[config.mk]
export PLATFORM = sky130hd
export DESIGN_NAME = program_loader
export DESIGN_NICKNAME = d
export VERILOG_FILES = /design/src/rtl/program_loader.sv
export SDC_FILE = /design/constraint.sdc
export NUM_CORES = 1
export LEC_CHECK = 0
export CAP_MARGIN = 20
export CELL_PAD_IN_SITES_DETAIL_PLACEMENT = 0
export CELL_PAD_IN_SITES_GLOBAL_PLACEMENT = 1
export CORE_UTILIZATION = 45
export CTS_BUF_LIST = sky130_fd_sc_hd__clkbuf_4
export DETAILED_ROUTE_END_ITERATION = 8
export PLACE_DENSITY = 0.78
export SKIP_LAST_GASP = 1
export SYNTH_ARGS = -nofsm -noshare
export SYNTH_HDL_FRONTEND = slang
export SYNTH_SLANG_ARGS = --single-unit
[constraint.sdc]
create_clock -name clk -period 3 [get_ports clk]
set_clock_uncertainty 0.15 [all_clocks]
set_input_delay 0.3 -clock clk [delete_from_list [all_inputs] [get_ports clk]]
set_output_delay 0.3 -clock clk [all_outputs]
set_load 0.03 [all_outputs]
[src/rtl/program_loader.sv]
// Boot loader: receives a checksummed {addr, hi, lo} record stream over valid/ready,
// writes each record into the computer's memory, then runs the computer until done or timeout.
module program_loader #(
    parameter int          ADDR_W  = 8,
    parameter int          DATA_W  = 16,
    parameter int unsigned TIMEOUT = 65535
) (
    input  logic              clk,
    input  logic              reset_n,
    input  logic              start,
    input  logic [7:0]        rx_data,
    input  logic              rx_valid,
    output logic              rx_ready,
    output logic [ADDR_W-1:0] addr_tb,
    output logic [DATA_W-1:0] data_tb,
    output logic              we_tb,
    output logic              cpu_on,
    input  logic              done,
    output logic              busy,
    output logic              load_ok,
    output logic [1:0]        error,
    output logic [7:0]        word_cnt
);

    // Handshake: a byte moves on a rising edge where rx_valid && rx_ready; the sender
    // holds rx_data stable while rx_valid is high and rx_ready is low.

    typedef enum logic [3:0] {
        IDLE,
        GET_CNT,
        GET_ADDR,
        GET_HI,
        GET_LO,
        WRITE,
        GET_CSUM,
        RUN,
        FINISH,
        FAIL
    } state_t;

    state_t      state, state_next;
    logic [7:0]  cnt_r;
    logic [7:0]  addr_r;
    logic [7:0]  hi_r;
    logic [7:0]  csum;
    logic [31:0] run_cnt;
    logic        timed_out;

    assign timed_out = (TIMEOUT != 0) && (run_cnt == TIMEOUT - 32'd1);

    always_ff @(posedge clk or negedge reset_n) begin
        if (!reset_n) begin
            state <= IDLE;
        end else begin
            state <= state_next;
        end
    end

    always_comb begin
        state_next = state;
        rx_ready   = 1'b0;
        we_tb      = 1'b0;
        cpu_on     = 1'b0;
        busy       = (state != IDLE);
        case (state)
            IDLE: begin
                if (start) state_next = GET_CNT;
            end
            GET_CNT: begin
                rx_ready = 1'b1;
                if (rx_valid) state_next = (rx_data == 8'd0) ? GET_CSUM : GET_ADDR;
            end
            GET_ADDR: begin
                rx_ready = 1'b1;
                if (rx_valid) state_next = GET_HI;
            end
            GET_HI: begin
                rx_ready = 1'b1;
                if (rx_valid) state_next = GET_LO;
            end
            GET_LO: begin
                rx_ready = 1'b1;
                if (rx_valid) state_next = WRITE;
            end
            WRITE: begin
                we_tb      = 1'b1;
                state_next = (word_cnt + 8'd1 == cnt_r) ? GET_CSUM : GET_ADDR;
            end
            GET_CSUM: begin
                rx_ready = 1'b1;
                if (rx_valid) state_next = (rx_data == csum) ? RUN : FAIL;
            end
            RUN: begin
                cpu_on = 1'b1;
                // done takes priority over a timeout landing in the same cycle
                if (done) state_next = FINISH;
                else if (timed_out) state_next = FAIL;
            end
            FINISH:  state_next = IDLE;
            FAIL:    state_next = IDLE;
            default: state_next = IDLE;
        endcase
    end

    always_ff @(posedge clk or negedge reset_n) begin
        if (!reset_n) begin
            cnt_r    <= '0;
            addr_r   <= '0;
            hi_r     <= '0;
            csum     <= '0;
            run_cnt  <= '0;
            addr_tb  <= '0;
            data_tb  <= '0;
            word_cnt <= '0;
            load_ok  <= 1'b0;
            error    <= 2'd0;
        end else begin
            case (state)
                IDLE: begin
                    if (start) begin
                        load_ok  <= 1'b0;
                        error    <= 2'd0;
                        word_cnt <= '0;
                        csum     <= '0;
                    end
                end
                GET_CNT: begin
                    if (rx_valid) begin
                        cnt_r <= rx_data;
                        csum  <= csum ^ rx_data;
                    end
                end
                GET_ADDR: begin
                    if (rx_valid) begin
                        addr_r <= rx_data;
                        csum   <= csum ^ rx_data;
                    end
                end
                GET_HI: begin
                    if (rx_valid) begin
                        hi_r <= rx_data;
                        csum <= csum ^ rx_data;
                    end
                end
                GET_LO: begin
                    // Outputs load here so they are valid during WRITE and hold afterwards
                    if (rx_valid) begin
                        addr_tb <= ADDR_W'(addr_r);
                        data_tb <= DATA_W'({hi_r, rx_data});
                        csum    <= csum ^ rx_data;
                    end
                end
                WRITE: begin
                    word_cnt <= word_cnt + 8'd1;
                end
                GET_CSUM: begin
                    run_cnt <= '0;
                    if (rx_valid && rx_data != csum) error <= 2'd1;
                end
                RUN: begin
                    run_cnt <= run_cnt + 32'd1;
                    if (done) load_ok <= 1'b1;
                    else if (timed_out) error <= 2'd2;
                end
                default: begin
                end
            endcase
        end
    end

endmodule

==> impl_metrics.json <==
{
  "crit_required_ns": 2.55,
  "grt_pass1_wl_mm": 20.1,
  "slew_headroom": 0.463,
  "design.core.area_um2": 11000,
  "crit_path_max_incr_delay_ns": 0.73,
  "hold-worst-slack_ns": 0.274,
  "layout-drive-gt1-share": 0.185,
  "insertion_delay_ns": 0.49,
  "path_cells": "nor3_1, nor3b_1, clkdlybuf4s50_1",
  "path_clk_slew_ns": 0.16,
  "row_count": 38,
  "cts-root-buf": "clkbuf_4",
  "place_hpwl_mm": 8.31,
  "cp-start-kind": "flip-flop",
  "powerDensity_nw_per_um2": 905,
  "vdd_drop_max_mv": 0.516,
  "end_kind": "output pin",
  "drv_cap": 0,
  "fmax_mhz": 359,
  "tns_ns": 0,
  "io_buffer_count": 51,
  "start_util": 0.468,
  "cts.sinks": 103,
  "first_pass_iters": 4,
  "synthArstFlopShare": 1.00,
  "p_leak_nw": 2.59,
  "drc": 0,
  "grt_pass1_vias": 3878,
  "synth_top_flop_cell": "dfrtp_1",
  "r2r-start": "state[0]$_DFFE_PN0P_",
  "worstPathArrival_ns": 2.33,
  "critPathSlowestCell": "dfrtp_1",
  "antenna_found_initial": 0,
  "drt-wirelength-per-cell_um": 17.1,
  "crit_start": "state[0]$_DFFE_PN0P_",
  "drv_slew": 0,
  "gr-total-overflow": 0,
  "num_antenna_cells": 0,
  "synth_seq_cells": 103,
  "io_pins": 52,
  "netlist_area_um2": 5140,
  "timing.final.crit_share": 0.928,
  "syn_inst": 491,
  "critPathMaxFanout": 17,
  "layout_min_cycle_time_ns": 2.78,
  "area.growth.synth_to_final_pct": 17.6,
  "worst-path-buf-inv": 1,
  "via_per_inst": 5.63,
  "vias": 3916,
  "die-area_um2": 11800,
  "cts_buffers": 9,
  "die_x_um": 109,
  "hold_viol": 0,
  "status": "completed",
  "worst_pin_slew_ns": 0.806,
  "totalWireLength_mm": 11.9,
  "finalNetCount": 567,
  "die_h_um": 109,
  "setup_viol": 0,
  "drtAntennaViolNets": 0,
  "grt_util_all_layers": 0.222,
  "crit_type": "flip-flop to output pin",
  "rsz0062_at_grt": "no",
  "synth_edf_count": 0,
  "cts_buffer_depth": 2,
  "drt_iter0_drc": 229,
  "gp_congestion": 0.854,
  "synth.distinct_cells": 58,
  "hold_class": "primary input to async pin",
  "grt_max_degree": 62,
  "critPathTopFamily": "flip-flops",
  "h-tree-depth": 3,
  "ys_seq_area_frac": 0.502,
  "cts_tree": "yes",
  "avgSynthCellArea_um2": 10.5,
  "yosys_warnings": 0,
  "synth_nets": 507
}
-- repair_timing --
item,4_1_cts,5_1_grt
hold buffers,1,0
resized for setup,1,1
buffers inserted,0,3
endpoints found under the hold margin,60,0
endpoints found under the setup margin,1,1
-- synthesized netlist by cell type, types with 3 or more instances --
library cell,n,share of area
a21oi_1,17,0.017
a22o_1,5,0.0085
a31oi_1,5,0.0061
and2_1,4,0.0049
and3_1,4,0.0049
buf_1,4,0.0029
clkbuf_1,16,0.012
dfrtp_1,103,0.50
ha_1,3,0.0073
inv_1,12,0.0088
mux2_2,49,0.11
mux2i_1,3,0.0058
nand2_1,35,0.026
nand3_1,19,0.019
nand4_1,18,0.022
nor2_1,37,0.027
nor3_1,13,0.013
nor4_1,8,0.0097
nor4_4,3,0.012
o21ai_0,45,0.044
o22ai_1,3,0.0037
o31ai_1,3,0.0044
or3_1,7,0.0085
or4_1,3,0.0044
xnor2_1,16,0.027
xor2_1,16,0.027
-- where the power goes --
| part | internal (mW) | total [mW] | switching (mW) |
|---|---|---|---|
| combinational | 1.12 | 2.53 | 1.41 |
| clock | 0.269 | 0.747 | 0.478 |
| sequential | 1.83 | 2.19 | 0.358 |
-- kinds of logic after synthesis --
family	Yosys count	share of synthesized area
compound gates	97	0.115
xor+xnor	32	0.0546
fa+ha+maj	3	0.00731
buf+inv	39	0.0314
flops	103	0.502
mux	52	0.113
simple gates	165	0.177
-- routing by layer --
metal	track usage	up-vias	part of all wire
met3	0.0723	16	0.048
met4	0.0656	0	0.016
met1	0.300	1916	0.48
met2	0.340	76	0.46
met5	0	-	0
li1	-	1908	-
-- final cells by class --
cell class	count	area, µm²
well taps	140	175
flip-flops and latches	103	2580
multi-input cells	349	2400
fillers	990	4940
inverters	14	52.6
clock inverters	6	65.1
repair buffers	74	696
clock buffers	10	75.1
-- path summary, 6_finish.rpt --
check,slack (ns),depth (start not counted),end
hold / removal,0.27,2,word_cnt[0]$_DFFE_PN0P_
setup reg to reg,0.56,5,state[2]$_DFFE_PN0P_
min in group clk,0.34,2,load_ok$_DFFE_PN0P_
hold reg to reg,0.36,1,data_tb[12]$_DFFE_PN0P_
setup / recovery,0.22,3,rx_ready
max in group asynchronous,1.73,3,addr_r[7]$_DFFE_PN0P_
-- cell usage in the layout, fill, tap and decap left out, types with 7 or more instances in the layout --
cell type,instances
nor3_1,13
nand2_1,35
clkbuf_4,10
buf_4,22
nand3_1,19
nor4_1,8
dfrtp_1,101
mux2_2,49
nand4_1,18
xor2_1,16
or3_1,7
inv_1,12
a21oi_1,17
xnor2_1,16
clkdlybuf4s50_1,50
nor2_1,37
o21ai_0,45
-- metrics by stage --
step                instance area, µm²   util  instances  power (mW)  worst slack [ns]
floorplan                         5140      -        491        3.83             0.710
global placement                  5870  0.534        676        4.67             0.579
detailed placement                5870  0.534        676        4.73             0.525
CTS                               6020  0.548        693        5.50            0.0783
global route                      6040  0.550        696        5.85            0.0170
finish                            6040  0.550        696        5.47             0.216
-- flip-flops by register name (all words and copies together), names as in the netlist --
signal,count
addr_r,8
addr_tb,8
cnt_r,8
csum,8
data_tb,16
error,2
hi_r,8
load_ok,1
run_cnt,32
state,4
word_cnt,8
Power figures use the tool's default switching activity.
